[config.mk]
export PLATFORM = sky130hd
export DESIGN_NAME = gray2bin
export DESIGN_NICKNAME = d
export VERILOG_FILES = /design/src/rtl/gray2bin.sv
export SDC_FILE = /design/constraint.sdc
export NUM_CORES = 1
export LEC_CHECK = 0
export ABC_AREA = 1
export CORE_MARGIN = 1
export CORE_UTILIZATION = 35
export DETAILED_ROUTE_END_ITERATION = 12
export PLACE_DENSITY = 0.57
export SLEW_MARGIN = 20
export SYNTH_ARGS = -nofsm -noshare
export SYNTH_HDL_FRONTEND = slang
export SYNTH_SLANG_ARGS = --single-unit
[constraint.sdc]
create_clock -name clk -period 1.81 [get_ports clk]
set_input_delay 0.2715 -clock clk [delete_from_list [all_inputs] [get_ports clk]]
set_output_delay 0.2715 -clock clk [all_outputs]
set_load 0.03 [all_outputs]
[src/rtl/gray2bin.sv]
// Streams a BMP-style image from a gray RAM to a binary RAM: header bytes pass through,
// pixel triples are thresholded to 0x00/0xFF and white pixels are counted.
`ifndef BYTE_WIDTH
`define BYTE_WIDTH 8
`endif
`ifndef ADDR_WIDTH
`define ADDR_WIDTH 8
`endif
`ifndef BMP_HEADER_SIZE
`define BMP_HEADER_SIZE 6
`endif
`ifndef BMP_TOTAL_SIZE
`define BMP_TOTAL_SIZE 21
`endif

// state | meaning
// IDLE  | waiting for in_valid after reset
// RD    | src RAM read issued for addr
// WR    | src_Q valid, dst RAM written at addr
// DONE  | image finished, white_cnt held, waiting for restart
module gray2bin (
  input  logic                    clk,
  input  logic                    rst_n,
  input  logic                    in_valid,
  input  logic [`BYTE_WIDTH-1:0]  threshold,
  input  logic [`BYTE_WIDTH-1:0]  src_Q,
  output logic                    src_ren,
  output logic [`ADDR_WIDTH-1:0]  src_addr,
  output logic                    dst_wen,
  output logic [`BYTE_WIDTH-1:0]  dst_D,
  output logic [`ADDR_WIDTH-1:0]  dst_addr,
  output logic [`ADDR_WIDTH-1:0]  white_cnt,
  output logic                    bin_done
);

  localparam int AW = `ADDR_WIDTH;
  localparam int BW = `BYTE_WIDTH;
  localparam logic [AW-1:0] HDR_END   = AW'(`BMP_HEADER_SIZE);
  localparam logic [AW-1:0] ADDR_LAST = AW'(`BMP_TOTAL_SIZE - 1);

  typedef enum logic [1:0] {IDLE, RD, WR, DONE} state_t;

  state_t          state, state_nxt;
  logic [AW-1:0]   addr, addr_nxt;
  logic [1:0]      ch, ch_nxt;
  logic [BW-1:0]   bin_q, bin_nxt;
  logic [BW-1:0]   thr_q, thr_nxt;
  logic [AW-1:0]   white_nxt;
  logic [BW-1:0]   bin_cur;

  always_ff @(posedge clk or negedge rst_n) begin
    if (!rst_n) begin
      state     <= IDLE;
      addr      <= '0;
      ch        <= '0;
      bin_q     <= '0;
      thr_q     <= '0;
      white_cnt <= '0;
    end else begin
      state     <= state_nxt;
      addr      <= addr_nxt;
      ch        <= ch_nxt;
      bin_q     <= bin_nxt;
      thr_q     <= thr_nxt;
      white_cnt <= white_nxt;
    end
  end

  always_comb begin
    state_nxt = state;
    addr_nxt  = addr;
    ch_nxt    = ch;
    bin_nxt   = bin_q;
    thr_nxt   = thr_q;
    white_nxt = white_cnt;
    src_ren   = 1'b0;
    dst_wen   = 1'b0;
    dst_D     = '0;
    bin_done  = 1'b0;
    bin_cur   = (src_Q >= thr_q) ? {BW{1'b1}} : {BW{1'b0}};

    case (state)
      IDLE, DONE: begin
        bin_done = (state == DONE);
        if (in_valid) begin
          state_nxt = RD;
          addr_nxt  = '0;
          ch_nxt    = '0;
          white_nxt = '0;
          thr_nxt   = threshold;
        end
      end
      RD: begin
        src_ren   = 1'b1;
        state_nxt = WR;
      end
      WR: begin
        dst_wen = 1'b1;
        if (addr < HDR_END) begin
          dst_D = src_Q;
        end else begin
          // Only the B byte is compared; G and R reuse its result.
          if (ch == 2'd0) begin
            dst_D   = bin_cur;
            bin_nxt = bin_cur;
            if (bin_cur == {BW{1'b1}})
              white_nxt = white_cnt + AW'(1);
          end else begin
            dst_D = bin_q;
          end
          ch_nxt = (ch == 2'd2) ? 2'd0 : ch + 2'd1;
        end
        if (addr < ADDR_LAST) begin
          addr_nxt  = addr + AW'(1);
          state_nxt = RD;
        end else begin
          state_nxt = DONE;
        end
      end
      default: state_nxt = IDLE;
    endcase
  end

  assign src_addr = addr;
  assign dst_addr = addr;

endmodule

== Yosys cells after proc, flatten, opt, wreduce, memory -nomap -nowiden ==
Cells that the tools add are included.

* Register bits: 36
* Latch bits: 0
* Bits in writable memories: 0
* ROM bits: 0
* Input bits: 19
* Output and inout bits: 35
* Logic and storage cells: 53
* Memories kept: 0

* Add/sub/neg operators: 3
* Multipliers: 0
* Divide/modulo/power cells: 0
* Order comparisons: 3
* Equality and inequality tests: 10
* Shifts and indexed selects: 0
* Muxes and demuxes: 21
* Bitwise operators: 1
* Reductions and logical operators: 9

{| class="wikitable"
|+ Operators by type and width
! cell !! number
|-
| $mux 8 || 9
|-
| $pmux 8 s2 || 2
|-
| $add 8x1->8 const B || 2
|-
| $mux 2 || 5
|-
| $ne 2x2->1 const B || 5
|-
| $eq 8x8->1 const B || 1
|-
| $ge 8x8->1 || 1
|-
| $lt 8x3->1 const B || 1
|-
| $lt 8x5->1 const B || 1
|-
| $eq 2x2->1 const B || 3
|-
| $pmux 2 s3 || 1
|-
| $reduce_and 3->1 || 2
|-
| $reduce_and 5->1 || 1
|-
| $logic_not 2->1 || 2
|-
| $pmux 2 s2 || 1
|-
| $reduce_and 2->1 || 2
|-
| $mux 1 || 3
|-
| $add 2x1->2 const B || 1
|-
| $eq 2x1->1 const B || 1
|-
| $reduce_bool 2->1 || 1
|-
| $reduce_or 2->1 || 1
|-
| $not 1->1 || 1
|}

== Longest topological paths before layout ==
Gate-level depths: netlist of run 1.

* Depth after elaboration: 7
* Mapped depth: 14
* Depth with buffers taken out: 14

== Least setup slack after synthesis of run 1 ==
OpenSTA, ideal clock, no wires.

* Path kind: reg2out
* From: reg state[0]
* To: out dst_D[0]
* Arrival time: 1.712 ns
* Required time: 1.539 ns
* Setup slack: -0.173 ns
* Stages on the path, launching flop included: 8
* Buffers on the path: 1
* Cells stage by stage: dfrtp_1 > inv_1 > ha_1 > buf_2 > nand2_2 > inv_1 > nand2_1 > nand2_1

* Cells in the longest elaborated chain, start to end: 2

{| class="wikitable"
|+ RTL lines
! element !! line !! source
|-
| start, declared || 43 || <nowiki>state_t state, state_nxt;</nowiki>
|-
| start signal, assigned || 60 || <nowiki>state <= state_nxt;</nowiki>
|-
| $eq 2x2->1 || 82 || <nowiki>case (state)</nowiki>
|-
| $mux 8 || 82 ||
|-
| end, declared || 30 || <nowiki>output logic [`BYTE_WIDTH-1:0] dst_D,</nowiki>
|}

No other way between the ends.

== Worst setup path after layout of run 1 ==
* From: reg thr_q[6]
* To: out dst_D[0]

* Cells in the longest elaborated chain, start to end: 5

{| class="wikitable"
|+ RTL lines
! element !! line !! source
|-
| start, declared || 47 || <nowiki>logic [BW-1:0] thr_q, thr_nxt;</nowiki>
|-
| start signal, assigned || 64 || <nowiki>thr_q <= thr_nxt;</nowiki>
|-
| $ge 8x8->1 || 80 || <nowiki>bin_cur = (src_Q >= thr_q) ? {BW{1'b1}} : {BW{1'b0}};</nowiki>
|-
| $mux 8 || 80 ||
|-
| $mux 8 || -- ||
|-
| $mux 8 || 99 || <nowiki>if (addr < HDR_END) begin</nowiki>
|-
| $mux 8 || 82 ||
|}

No other way between the ends.

==> results of run 1 <==
## cells in the mapped netlist
cell / n / share of area
a21o_1: 1 / 0.0034
a21oi_1: 6 / 0.014
and3_1: 2 / 0.0056
buf_12: 1 / 0.0090
buf_2: 1 / 0.0023
buf_4: 8 / 0.027
clkbuf_1: 3 / 0.0051
dfrtp_1: 36 / 0.41
ha_1: 14 / 0.079
inv_1: 29 / 0.049
inv_2: 4 / 0.0068
nand2_1: 94 / 0.16
nand2_2: 3 / 0.0084
nand2_4: 2 / 0.010
nand3_1: 6 / 0.014
nand3_2: 9 / 0.041
nand4_1: 3 / 0.0084
nand4_4: 1 / 0.0096
nor2_1: 15 / 0.025
nor2_8: 2 / 0.018
nor3_1: 2 / 0.0045
nor3_4: 1 / 0.0073
nor3b_1: 2 / 0.0068
o21ai_0: 19 / 0.043
o21ai_1: 3 / 0.0068
o21ai_2: 2 / 0.0079
o31ai_1: 2 / 0.0068
or2_2: 1 / 0.0028
xnor2_1: 1 / 0.0039
xor2_1: 3 / 0.012
## power breakdown
part           internal, W  leakage, nW  switching [W]
clock             0.000408       0.0541       0.000304
combinational      0.00103         1.11        0.00134
sequential         0.00103        0.471       0.000128
## routing by layer
| layer | track usage | vias to the layer above | wire (µm) |
|---|---|---|---|
| met5 | 0 | - | 0 |
| met3 | 0.0389 | 9 | 189 |
| met4 | 0.0526 | 0 | 74 |
| li1 | - | 1019 | - |
| met1 | 0.212 | 907 | 2280 |
| met2 | 0.281 | 43 | 2430 |
## worst max-delay path, cell delays in order (launching register included)
cell     delay, ns
dfrtp_1       0.35
inv_2         0.05
ha_4          0.27
nand2_4       0.06
nor2_4        0.11
nand4_1       0.13
nand3_2       0.13
nand2_4       0.07
buf_6         0.15
nand2_4       0.05
nand2_2       0.06
nand2_2       0.08
buf_6         0.13
## flip-flops by register name, indices dropped and copies added, names as in the netlist
| name | flops |
|---|---|
| bin_q | 8 |
| ch | 2 |
| dst_addr | 8 |
| state | 2 |
| thr_q | 8 |
| white_cnt | 8 |
## layout make-up
cell class	count	area, µm²	share of cell area
inverter	33	124	0.0375
clock buffer	5	68.8	0.0208
multi-input combinational	194	1290	0.389
clock inverter	3	42.5	0.0129
tap	75	93.8	0.0284
timing repair buffer	81	790	0.239
sequential	36	901	0.273
## cells in the final DEF, fill, tap and decap left out, types with 4 or more instances in the layout
cell type and count:
dfrtp_1 36, buf_12 4, inv_1 24, ha_4 6
o21ai_0 19, nand2_2 25, nand3_2 10, clkbuf_8 5
inv_2 9, clkdlybuf4s50_1 32, nand3_1 5, dlygate4sd2_1 10
nor2_1 14, ha_1 7, a21oi_1 6, buf_4 23
buf_6 9, nand2_1 69
## final timing paths
path,startpoint,to,slack [ns],cells after the start
min in group clk,bin_q[6],bin_q[6],0.48,2
min reg2reg,bin_q[6],bin_q[6],0.48,2
min,rst_n,dst_addr[7],0.47,3
max,thr_q[6],dst_D[0],-0.39,12
max reg2reg,thr_q[6],bin_q[0],-0.11,14
max in group asynchronous,rst_n,bin_q[1],1.15,3
## timing repair
action,in CTS,in global routing
endpoints found under the setup margin,18,18
setup buffers,4,7
hold endpoints to repair,36,0
pin swaps,16,13
hold buffers,1,0
resized for setup,39,18
## through the flow
step | setup TNS (ns) | setup WS, ns
2_1_floorplan | 0 | 0.0514
3_3_place_gp | -9.05 | -0.521
3_5_place_dp | -9.52 | -0.536
4_1_cts | -3.24 | -0.404
5_1_grt | -4.56 | -0.476
6_report | -2.90 | -0.389
## kinds of logic (layout without fill, tap and decap cells)
group                    count (synthesis)  in the layout  synth area share
buffers and inverters                   46            122            0.0991
XOR/XNOR                                 4              4            0.0158
adder cells (fa/ha/maj)                 14             14            0.0788
AO/OA/AOI/OAI                           33             33            0.0811
flip-flops                              36             36             0.405
AND/OR/NAND/NOR                        143            143             0.320
==> results.ini, run 1 <==
[cts]
clk_pin_slew_ns = 0.08
clock-sinks = 36
ctsRootBufferMaster = clkbuf_8
cts.path.max_buffers = 2
cts_buffers = 5
cts_tree = built
clk_latency_ns = 0.29
h-tree-depth = 2

[detailed_routing]
first_pass_iters = 4
drc = 0
vias = 1978
wirelength_um = 4970
first_iter_violations = 88
viasPerCell = 4.63
antenna_left = 0
wl_per_cell_um = 11.6

[timing]
max_slew_margin = 0.744
fin_crit_sh = 1.21
finalHoldViolCount = 0
setup_viol = 17
tightest_slew_ns = 0.380
max_freq_mhz = 455
whs_ns = 0.466
fin_ws_ns = -0.389
fin_crit_ns = 2.20
maxSlewViolCount = 0
rsz0062_at_grt = yes
skew_ns = 0.00932

[status]
status = finished with violations
violations = setup timing

[worst_setup_path]
critPathLaunchType = flop
path_max_fanout = 6
required_ns = 1.54
crit_type = reg -> out
crit_arrival_ns = 1.93
cp-end-kind = output port

[global_route]
antenna_found_initial = 0
grt_pass1_wl_um = 8540
grt_max_degree = 37
grt_pass1_vias = 1896
grt-ovfl-total = 0
grt_util_all_layers = 0.167

[pwr]
powerDensity_nw_per_um2 = 1280
irDropWorstVdd_uv = 597
total_power_w = 0.00424
leakagePower_nw = 1.63

[final_layout]
area_delta_synth_final_pct = 48.8
final_area_um2 = 3310
fin_cells = 427
nets = 384
diodes = 0
layout-drive-gt1-share = 0.310
n_fill_cell = 569
post-route-util = 0.549

[yosys]
synth-warning-count = 0
ys_seq_area_frac = 0.405
syn_nets = 309
syn_avg_cell_area_um2 = 8.05
synth_cell_types = 30
syn_area_um2 = 2220
post_synth_inst_count = 276
synth_seq_cells = 36

[floorplan]
die_area_um2 = 6670
die_x_um = 81.7
io_pins = 54
rows = 28
die_h_um = 81.7
initial_core_util = 0.369
coreArea_um2 = 6030

[place]
dpl.hpwl_um = 3570
place_congestion = 0.750
placed_cell_area_um2 = 2920
dp_cells = 408
io_buffers = 53

[flow_run]
cap_violations = 0

[worst_hold_path]
hold_class = in -> async

Note: power is estimated with default switching activity, not from simulation.
==> run 2, diff against run 1 <==
--- a/config.mk
+++ b/config.mk
@@ -6,10 +6,10 @@
 export NUM_CORES = 1
 export LEC_CHECK = 0
 export ABC_AREA = 1
+export CAP_MARGIN = 10
 export CORE_MARGIN = 1
 export CORE_UTILIZATION = 35
 export DETAILED_ROUTE_END_ITERATION = 12
-export PLACE_DENSITY = 0.57
 export SLEW_MARGIN = 20
 export SYNTH_ARGS = -nofsm -noshare
 export SYNTH_HDL_FRONTEND = slang
==> run 2 against run 1 <==
Effect of this change:
- the run still ends with setup timing left
- final area up 1.2%
- via count up 2.2%
- clock power up 0.6%
- clock skew down 0.0040 ns
- first-iteration DRC count down 11%
- global-route usage up 0.58 points
- sequential cell count unchanged
- register-to-register slack worse by 0.08 ns
- combinational power up 4%
- die area unchanged
- routed wire length up 5.1%
- maximum frequency up 1.1%
- critical endpoint is now dst_D[7]
- largest cell class unchanged
==> results.ini, run 2 (same netlist as run 1, synthesis figures left out) <==
[timing]
max_freq_mhz = 460  ; +1.1%
finalHoldViolCount = 0  ; unchanged
fin_ws_ns = -0.365  ; +0.0231 ns
setup_viol = 9  ; -8
tightest_slew_ns = 0.524  ; +0.144 ns
maxSlewViolCount = 0  ; unchanged
setup_tns_ns = -2.95  ; -0.0538 ns
rsz0062_at_grt = yes
max_slew_margin = 0.649  ; -0.0944
fin_crit_sh = 1.20  ; -0.0128
skew_ns = 0.00534  ; -0.00398 ns
fin_crit_ns = 2.18  ; -0.0231 ns

[place]
io_buffers = 53  ; unchanged
preCtsSetupSlack_ns = -0.534  ; +0.00202 ns
place_congestion = 0.758  ; +1.0%
dpl.hpwl_um = 3580  ; +0.20%

[cts]
clk_latency_ns = 0.29  ; about the same
clock-sinks = 36  ; unchanged
cts.path.max_buffers = 2  ; unchanged
cts_tree = built
ctsRootBufferMaster = clkbuf_8
cts_buffers = 5  ; unchanged
h-tree-depth = 2  ; unchanged
clk_pin_slew_ns = 0.08  ; about the same

[detailed_routing]
wirelength_um = 5230  ; +5.1%
wl_per_cell_um = 12.2  ; +4.4%
first_pass_iters = 4  ; unchanged
viasPerCell = 4.70  ; +1.5%
antenna_left = 0  ; unchanged
drc = 0  ; unchanged
first_iter_violations = 78  ; -11%
vias = 2022  ; +2.2%

[pwr]
powerDensity_nw_per_um2 = 1300  ; +1.6%
leakagePower_nw = 1.65  ; +1.1%
irDropWorstVdd_uv = 638  ; +6.9%

[floorplan]
die_area_um2 = 6670  ; unchanged
coreArea_um2 = 6030  ; unchanged
die_x_um = 81.7  ; unchanged
rows = 28  ; unchanged
die_h_um = 81.7  ; unchanged
initial_core_util = 0.369  ; unchanged
io_pins = 54  ; unchanged

[worst_setup_path]
crit_type = reg -> out
crit_start = thr_q[7]
reg2reg_from = thr_q[5]
cp-end-kind = output port
crit_arrival_ns = 1.90  ; -0.03 ns
critPathLaunchType = flop
path_max_fanout = 5  ; -1
required_ns = 1.54  ; about the same

[final_layout]
nets = 387  ; +0.78%
register_area_um2 = 901  ; unchanged
n_fill_cell = 556  ; -2.3%
layout-drive-gt1-share = 0.324  ; +0.0143
area_delta_synth_final_pct = 50.6
multi_input_area_um2 = 1310  ; +2.0%
layout_common_cells = 72 x nand2_1, 36 x dfrtp_1, 32 x clkdlybuf4s50_1
diodes = 0  ; unchanged
final_common_cell = nand2_1

[status]
violations = setup timing
status = finished with violations

[flow_run]
cap_violations = 0  ; unchanged

[global_route]
grt_pass1_wl_um = 8800  ; +3.2%
grt_util_all_layers = 0.173  ; +0.00582
grt_max_degree = 37  ; unchanged
grt-ovfl-total = 0  ; unchanged
grt_pass1_vias = 1962  ; +3.5%
antenna_found_initial = 0  ; unchanged

[worst_hold_path]
hold_class = in -> async

-- run 2: where the power goes --
group	switching [W]	total (W)	internal [W]	leakage, nW
Combinational	0.00140	0.00247	0.00108	1.13
Sequential	0.000138	0.00117	0.00103	0.471
Clock	0.000307	0.000716	0.000409	0.0552
-- run 2: layout make-up --
| class | count | area share |
|---|---|---|
| multi-input cells | 195 | 0.392 |
| flip-flops and latches | 36 | 0.269 |
| repair buffers | 83 | 0.240 |
| inverters | 33 | 0.0378 |
| well taps | 75 | 0.0280 |
| clock buffers | 6 | 0.0217 |
| clock inverters | 2 | 0.0105 |
-- run 2: per-layer routing --
metal / up-vias / track usage / share of wire
met2: 56 / 0.293 / 0.49
met5: - / 0 / 0
li1: 1020 / - / -
met1: 936 / 0.218 / 0.46
met4: 0 / 0.0491 / 0.015
met3: 10 / 0.0411 / 0.042
-- run 2: metrics by stage --
step	total power (W)	instances	util	cell area (µm²)	hold slack, ns
finish	0.00436	430	0.555	3350	0.0180
global placement	0.00308	408	0.483	2910	0.350
detailed placement	0.00310	408	0.483	2910	0.350
floorplan	0.00249	276	-	2250	-0.0241
CTS	0.00415	425	0.536	3230	0.0265
global route	0.00469	430	0.555	3350	0.0528
-- run 2: repair_timing --
| action | 4_1_cts | 5_1_grt |
|---|---|---|
| buffers inserted | 10 | 8 |
| endpoints found under the setup margin | 18 | 18 |
| gates resized for setup | 47 | 22 |
| hold buffers | 0 | 0 |
| pin swaps | 9 | 16 |
| gates cloned | 1 | 0 |
-- run 2: worst paths after layout --
| path | endpoint | slack, ns | depth (start not counted) |
|---|---|---|---|
| min | dst_addr[6] | 0.02 | 2 |
| min reg2reg | bin_q[3] | 0.48 | 2 |
| max reg2reg | bin_q[0] | -0.19 | 15 |
| max in group asynchronous | thr_q[0] | 1.46 | 2 |
| max | dst_D[7] | -0.37 | 10 |
| min in group clk | bin_q[3] | 0.48 | 2 |
-- run 2: worst max-delay path, stage by stage, from the launching register on --
cell	delay (ns)
dfrtp_1	0.38
inv_2	0.08
ha_4	0.21
a21o_1	0.19
nor2_2	0.12
nand3_2	0.15
nand2_4	0.13
nand2_1	0.08
nand2_2	0.08
nand2_2	0.06
buf_6	0.13
